`config.mk`:
```
export PLATFORM = sky130hd
export DESIGN_NAME = vsa_dmem_arbiter
export DESIGN_NICKNAME = d
export VERILOG_FILES = /design/src/rtl/vsa_arb_pkg.sv /design/src/rtl/vsa_rr_pick2.sv /design/src/rtl/vsa_dmem_arbiter.sv
export SDC_FILE = /design/constraint.sdc
export NUM_CORES = 1
export LEC_CHECK = 0
export ABC_AREA = 1
export CAP_MARGIN = 20
export CORE_MARGIN = 2
export CORE_UTILIZATION = 43
export DETAILED_ROUTE_END_ITERATION = 8
export GPL_TIMING_DRIVEN = 0
export PLACE_DENSITY_LB_ADDON = 0.25
export SETUP_SLACK_MARGIN = 0.1
export SYNTH_ARGS = -nofsm -noshare
export SYNTH_HDL_FRONTEND = slang
export SYNTH_SLANG_ARGS = --single-unit
```
`constraint.sdc`:
```
create_clock -name clock -period 1.7 [get_ports clock]
set_input_delay 0.34 -clock clock [delete_from_list [all_inputs] [get_ports clock]]
set_output_delay 0.34 -clock clock [all_outputs]
set_load 0.05 [all_outputs]
```
`src/rtl/vsa_arb_pkg.sv`:
```
// Shared types and limits for the VSA data-memory arbiter.
// State encoding, default bus widths and read-latency bounds.
package vsa_arb_pkg;

   typedef enum logic [1:0] {
      IDLE  = 2'd0,
      ISSUE = 2'd1,
      WAIT  = 2'd2,
      ACK   = 2'd3
   } arb_state_t;

   localparam int DEF_AW     = 5;
   localparam int DEF_DW     = 5;
   localparam int RD_LAT_MIN = 1;
   localparam int RD_LAT_MAX = 4;
   localparam int CNT_W      = 2;

endpackage

```
`src/rtl/vsa_rr_pick2.sv`:
```
// Two-way round-robin picker for the data-memory arbiter.
// Purely combinational; the caller owns the last_grant history.
module vsa_rr_pick2 (
   input  logic [1:0] req,
   input  logic [1:0] mask,
   input  logic       last_grant,
   output logic       gnt_valid,
   output logic       gnt_id
);

   logic [1:0] live;

   assign live = req & ~mask;

   // A lone request wins outright; a tie goes to the port not served last.
   always_comb begin
      gnt_valid = 1'b0;
      gnt_id    = 1'b0;
      unique case (live)
         2'b01: begin
            gnt_valid = 1'b1;
            gnt_id    = 1'b0;
         end
         2'b10: begin
            gnt_valid = 1'b1;
            gnt_id    = 1'b1;
         end
         2'b11: begin
            gnt_valid = 1'b1;
            gnt_id    = ~last_grant;
         end
         default: begin
            gnt_valid = 1'b0;
            gnt_id    = 1'b0;
         end
      endcase
   end

endmodule

```
`src/rtl/vsa_dmem_arbiter.sv`:
```
// Shares one single-port data RAM between two VSA requesters.
// One access in flight, round-robin on contention, one-cycle acks.
module vsa_dmem_arbiter
   import vsa_arb_pkg::*;
#(
   parameter int AW     = DEF_AW,
   parameter int DW     = DEF_DW,
   parameter int RD_LAT = 1
) (
   input  logic          clock,
   input  logic          reset_n,
   input  logic          req0,
   input  logic          req1,
   input  logic [AW-1:0] addr0,
   input  logic [AW-1:0] addr1,
   input  logic [DW-1:0] wdata0,
   input  logic [DW-1:0] wdata1,
   input  logic          wr0,
   input  logic          wr1,
   output logic          ack0,
   output logic          ack1,
   output logic [DW-1:0] rdata,
   output logic          mem_en,
   output logic          mem_wr,
   output logic [AW-1:0] mem_addr,
   output logic [DW-1:0] mem_wdata,
   input  logic [DW-1:0] mem_rdata,
   output logic          busy
);

   arb_state_t       state;
   arb_state_t       state_nx;
   logic             owner;
   logic             last_grant;
   logic             lat_wr;
   logic [CNT_W-1:0] cnt;
   logic [1:0]       mask;
   logic             gnt_valid;
   logic             gnt_id;
   logic             take;

   // The owner's request is still high during its ack; hide it.
   assign mask = (state == ACK) ? (owner ? 2'b10 : 2'b01) : 2'b00;

   vsa_rr_pick2 u_pick (
      .req        ({req1, req0}),
      .mask       (mask),
      .last_grant (last_grant),
      .gnt_valid  (gnt_valid),
      .gnt_id     (gnt_id)
   );

   assign take = gnt_valid && (state == IDLE || state == ACK);

   // State register.
   always_ff @(posedge clock or negedge reset_n) begin
      if (!reset_n) state <= IDLE;
      else          state <= state_nx;
   end

   // Next-state selection.
   always_comb begin
      state_nx = state;
      unique case (state)
         IDLE:    if (gnt_valid) state_nx = ISSUE;
         ISSUE:   state_nx = lat_wr ? ACK : WAIT;
         WAIT:    if (cnt == '0) state_nx = ACK;
         ACK:     state_nx = gnt_valid ? ISSUE : IDLE;
         default: state_nx = IDLE;
      endcase
   end

   // Latch the winning request and pulse the memory strobe for it.
   always_ff @(posedge clock or negedge reset_n) begin
      if (!reset_n) begin
         owner     <= 1'b0;
         lat_wr    <= 1'b0;
         mem_en    <= 1'b0;
         mem_wr    <= 1'b0;
         mem_addr  <= '0;
         mem_wdata <= '0;
      end else if (take) begin
         owner     <= gnt_id;
         lat_wr    <= gnt_id ? wr1 : wr0;
         mem_en    <= 1'b1;
         mem_wr    <= gnt_id ? wr1 : wr0;
         mem_addr  <= gnt_id ? addr1 : addr0;
         mem_wdata <= gnt_id ? wdata1 : wdata0;
      end else begin
         mem_en    <= 1'b0;
         mem_wr    <= 1'b0;
      end
   end

   // Round-robin history and read-latency countdown.
   always_ff @(posedge clock or negedge reset_n) begin
      if (!reset_n) begin
         last_grant <= 1'b1;
         cnt        <= '0;
      end else if (state == ISSUE) begin
         last_grant <= owner;
         cnt        <= CNT_W'(RD_LAT - 1);
      end else if (state == WAIT && cnt != '0) begin
         cnt        <= cnt - 1'b1;
      end
   end

   // Read capture plus registered ack and busy flags.
   always_ff @(posedge clock or negedge reset_n) begin
      if (!reset_n) begin
         rdata <= '0;
         ack0  <= 1'b0;
         ack1  <= 1'b0;
         busy  <= 1'b0;
      end else begin
         if (state == WAIT && cnt == '0) rdata <= mem_rdata;
         ack0 <= (state_nx == ACK) && !owner;
         ack1 <= (state_nx == ACK) && owner;
         busy <= (state_nx != IDLE);
      end
   end

   a_ack_onehot: assert property (@(posedge clock) disable iff (!reset_n)
      !(ack0 && ack1));

   a_en_issue: assert property (@(posedge clock) disable iff (!reset_n)
      mem_en |-> (state == ISSUE));

   a_state_legal: assert property (@(posedge clock) disable iff (!reset_n)
      state inside {IDLE, ISSUE, WAIT, ACK});

   a_req_held: assert property (@(posedge clock) disable iff (!reset_n)
      (state != IDLE) |-> (owner ? req1 : req0));

endmodule

```
### Word-level counts from Yosys, hierarchy flattened

Index checks and enable logic that the tools add are counted.

| word-level totals | value |
|---|---|
| register bits | 27 |
| logic and storage cells | 53 |

| cells by class | value |
|---|---|
| equality and inequality tests | 7 |
| add/sub/neg operators | 1 |
| multiplexer cells | 16 |
| reduce and logical (&&, ||, !) cells | 13 |
| bitwise gates (word level) | 3 |

Operator list:

| operator | count |
|---|---|
| $mux 2 | 6 |
| $eq 2x2->1 const B | 5 |
| $mux 5 | 2 |
| $pmux 2 s4 | 1 |
| $mux 1 | 6 |
| $reduce_bool 2->1 | 3 |
| $logic_and 1x1->1 | 5 |
| $eq 2x1->1 const B | 2 |
| $logic_not 2->1 | 2 |
| $reduce_or 3->1 | 1 |
| $and 2x2->2 | 1 |
| $not 2->2 | 1 |
| $pmux 1 s2 | 1 |
| $sub 2x1->2 const B | 1 |
| $logic_not 1->1 | 1 |
| $logic_or 1x1->1 | 1 |
| $not 1->1 | 1 |

### Longest topological paths before layout

| depth | value |
|---|---|
| depth after elaboration | 11 |
| depth in mapped cells | 9 |
| mapped depth without buffers | 8 |

### By module

Synthesis repeated with hierarchy kept, for this count alone.

| unflattened totals | value |
|---|---|
| cells, all modules | 137 |
| area total of the unflattened synthesis | 1257.5 µm² |

Modules (own cells, without submodules):

| module | times used | cells each | area an instance (µm²) | seq. area each (µm²) |
|---|---|---|---|---|
| vsa_dmem_arbiter | 1 | 129 | 1224.9 | 676.9 |
| vsa_rr_pick2 | 1 | 8 | 32.5 | 0.0 |

### Worst setup path before layout

Ideal clock, no wire load.

| path | value |
|---|---|
| path kind | flip-flop to flip-flop |
| from | reg state[0] |
| to | reg mem_addr[0] |
| required time | 1582 ps |
| data arrival time | 1209 ps |
| period minus slack after synthesis | 1327 ps |
| buffers on the path | 1 |
| cell stages (with the launch flop) | 9 |
| setup time | 118 ps |
| slack | 373 ps |
| cell sequence | dfrtp_1 -> ha_1 -> nand2_1 -> nand2_2 -> inv_1 -> clkbuf_8 -> nand3_1 -> nand3_1 -> nand2_1 |

| on the way | value |
|---|---|
| cells in the longest elaborated chain, start to end | 8 |

Ends and longest elaborated chain:

| element | RTL line | text |
|---|---|---|
| start: declaration | vsa_dmem_arbiter.sv:31 | `arb_state_t state;` |
| start signal: assignment | vsa_dmem_arbiter.sv:58 | `else state <= state_nx;` |
| $eq 2x2->1 | vsa_dmem_arbiter.sv:43, vsa_dmem_arbiter.sv:53 |  |
| $mux 2 | vsa_dmem_arbiter.sv:43 | `assign mask = (state == ACK) ? (owner ? 2'b10 : 2'b01) : 2'b00;` |
| $not 2->2 | vsa_rr_pick2.sv:13 | `assign live = req & ~mask;` |
| $and 2x2->2 | vsa_rr_pick2.sv:13 |  |
| $eq 2x1->1 or $eq 2x2->1 (tied branches) | vsa_rr_pick2.sv:19 | `unique case (live)` |
| $reduce_or 3->1 (no line) | -- |  |
| $mux 1 | vsa_rr_pick2.sv:19 |  |
| $logic_and 1x1->1 | vsa_dmem_arbiter.sv:53 | `assign take = gnt_valid && (state == IDLE \|\| state == ACK);` |
| end signal: assignment | vsa_dmem_arbiter.sv:87 | `mem_addr <= gnt_id ? addr1 : addr0;` |
| end: declaration | vsa_dmem_arbiter.sv:25 | `output logic [AW-1:0] mem_addr,` |

Parallel ways exist; a longest one is shown, timed or not.
A chain may end at the register's enable or synchronous reset.

### Final worst setup path

| path | value |
|---|---|
| from | reg mem_wdata[1] |
| to | out mem_wdata[1] |

RTL lines:

| element | RTL line | text |
|---|---|---|
| start: declaration | vsa_dmem_arbiter.sv:26 | `output logic [DW-1:0] mem_wdata,` |
| start signal: assignment | vsa_dmem_arbiter.sv:88 | `mem_wdata <= gnt_id ? wdata1 : wdata0;` |

No word-level cell between the ends.

==> flow_metrics.env <==
export IMPL_yosysTopAreaCellShare_pct=47.93
export IMPL_slew_violations=0
export IMPL_h_tree_depth=1
export IMPL_cpLargestDelayFamily="buffers and inverters"
export IMPL_worstRegToRegCells=7
export IMPL_syn_cell_area_um2=1358
export IMPL_clkSlewWorstSetupHoldPaths_ps=130
export IMPL_fin_hold_ws_ps=384.1
export IMPL_antenna_cells_inserted=0
export IMPL_rsz0062_at_grt="false"
export IMPL_fillers=258
export IMPL_cp_slowest_cell="dlygate4sd2_1"
export IMPL_die_height_um=60.19
export IMPL_drive_gt1_share_pct=13.43
export IMPL_dr_pass1_iters=4
export IMPL_ys_types=19
export IMPL_yosysTopAreaCell="dfrtp_1"
export IMPL_grt_use_total_pct=15.95
export IMPL_gp_congestion=0.7755
export IMPL_synth_seq_cells=27
export IMPL_cts_made_buffers=3
export IMPL_place_inst=255
export IMPL_p_leak_nw=1.030
export IMPL_routed_wirelength_mm=2.744
export IMPL_ys_flop_type="dfrtp_1"
export IMPL_detail_route_antenna_nets=0
export IMPL_cp_cell_sequence="dlygate4sd2_1"
export IMPL_coreArea_um2=3028
export IMPL_synth_nets=196
export IMPL_antenna_found_initial=0
export IMPL_cts_sinks=27
export IMPL_startpoint_type="flop"
export IMPL_worstMarginPinSlew_ps=599.1
export IMPL_fin_crit_ps=1546
export IMPL_path_depth=1
export IMPL_cts_tree="built"
export IMPL_timing_slew_headroom_pct=59.94
export IMPL_worstPathArrival_ps=1210
export IMPL_drtIter0Drc=25
export IMPL_grt_ovfl_total=0
export IMPL_fp_dieArea_um2=3623
export IMPL_finalCritPeriodShare_pct=90.93
export IMPL_power_density_nw_per_um2=1929
export IMPL_synth_area_per_cell_um2=8.485
export IMPL_rows=20
export IMPL_start_util_pct=44.83
export IMPL_instances_no_fill=260
export IMPL_yosysMostFrequentCell="nand2_1"
export IMPL_grt_max_degree=18
export IMPL_seq_area_frac_synth_pct=49.86
export IMPL_max_clock_path_buffers=2
export IMPL_finalHoldViolCount=0
export IMPL_pin_count=51
export IMPL_syn_inst=160
export IMPL_grt_first_pass_wirelength_mm=4.353
export IMPL_cp_num_buf_inv=1
export IMPL_clk_latency_ps=310
export IMPL_ys_top_cells_by_area="dfrtp_1 48%, nand2_1 11%, nand3_1 8.8%, inv_1 8.6%, ha_1 4.6%"
export IMPL_synthArstFlopShare_pct=100.0
export IMPL_setup_violations=0
export IMPL_cp_slowest_stage_delay_ps=530
export IMPL_wl_per_cell_um=10.55
export IMPL_finClkSkew_ps=2.627
export IMPL_ir_drop_v=0.0009964
export IMPL_cts_root_buf="clkbuf_4"
export IMPL_fmax_mhz=646.9
export IMPL_dp_hpwl_mm=2.224
export IMPL_io_buffers=50
export IMPL_via_per_inst=4.442
export IMPL_area_growth_pct=44.42
export IMPL_grt_pass1_vias=1017
export IMPL_cp_data_required_time_ps=1360
export IMPL_maxCapViolations=0
export IMPL_final_nets=253
export IMPL_crit_type="reg2out"
export IMPL_hp_class="in2async"
export IMPL_outcome="completed"
export IMPL_drc_errors=0
export IMPL_synth_edf_count=0
export IMPL_synth_common_cells="41 x nand2_1, 31 x inv_1, 26 x dfrtp_1, 24 x nand3_1, 8 x nor2_1"
export IMPL_die_w_um=60.19
export IMPL_holdBufCountCts=0
export IMPL_vias=1155
export IMPL_ys_warn_count=0
export IMPL_cp_max_fo=2
export IMPL_crit_path_end_kind="output pin"
-- power breakdown --
part,switching [mW],internal (mW)
clock,0.178,0.0917
sequential,0.143,0.953
combinational,1.62,0.797
total,1.94,1.84
-- what timing repair did --
| action | in CTS | in global routing |
|---|---|---|
| endpoints found under the setup margin | 20 | 25 |
| gates resized for setup | 20 | 18 |
| setup buffers | 0 | 1 |
| gates cloned | 0 | 0 |
-- cell type report --
class	instances	area, µm²	share of cell area, %
multi-input combinational	96	516.7	26.36
sequential	27	676.9	34.52
buffer	5	48.80	2.489
inverter	32	120.1	6.126
tap	44	55.05	2.808
clock buffer	4	26.28	1.340
timing repair buffer	52	516.7	26.36
-- routing by layer --
layer | global-route usage (%) | part of all wire (%) | up-vias
met5 | 0 | 0 | -
met4 | 5.714 | 0.98 | 0
met3 | 3.030 | 5.7 | 4
met2 | 25.93 | 48 | 38
met1 | 21.06 | 45 | 515
li1 | - | - | 598
-- cells in the final DEF (no fill, tap or decap), types with 2 or more instances in the layout --
cell type | synthesis | final
inv_2 | 1 | 2
nand2_2 | 6 | 7
ha_1 | 5 | 5
inv_1 | 31 | 30
dlygate4sd2_1 | 0 | 7
dfrtp_1 | 26 | 26
clkbuf_2 | 0 | 2
a21oi_1 | 2 | 2
nand2_1 | 41 | 40
clkbuf_4 | 0 | 4
nor2_1 | 8 | 8
clkdlybuf4s50_1 | 0 | 30
mux2_2 | 5 | 5
clkdlybuf4s15_1 | 0 | 11
buf_6 | 2 | 2
nand3_1 | 24 | 24
-- logic make-up (layout without fill, tap and decap cells) --
| logic type | Yosys count | after routing | share of synthesized area [%] |
|---|---|---|---|
| AOI/OAI and AO/OA | 5 | 5 | 2.857 |
| adders and majority gates | 5 | 5 | 4.608 |
| buffers and inverters | 37 | 93 | 12.26 |
| xor gates and xnor gates | 1 | 1 | 0.6453 |
| DFF | 27 | 27 | 49.86 |
| muxes | 5 | 5 | 4.147 |
| and+or+nand+nor | 80 | 80 | 25.62 |
-- path summary, 6_finish.rpt --
check / start / end / slack (ps)
max in group asynchronous: reset_n / last_grant / 750
min reg2reg: mem_wdata[1] / mem_wdata[1] / 500
min: reset_n / mem_wdata[0] / 380
min in group clock: mem_wdata[1] / mem_wdata[1] / 500
max: mem_wdata[1] / mem_wdata[1] / 150
max reg2reg: state[0] / mem_addr[3] / 210
-- registers in the layout, summed over array words and instances (netlist names), 2 cells and up --
name,cells
mem_addr,5
state,2
mem_wdata,5
cnt,2
rdata,5
-- metrics by stage --
step / util [%] / setup TNS [ps] / worst slack (ps) / total power [mW] / instance area (µm²)
2_1_floorplan: - / 0 / 373.2 / 2.877 / 1358
3_3_place_gp: 63.18 / -1688 / -65.91 / 3.587 / 1913
3_5_place_dp: 64.09 / 0 / 118.4 / 3.650 / 1941
4_1_cts: 64.13 / 0 / 118.0 / 3.761 / 1942
5_1_grt: 64.75 / 0 / 103.5 / 4.084 / 1961
6_report: 64.75 / 0 / 154.2 / 3.782 / 1961
Power figures use the tool's default switching activity.
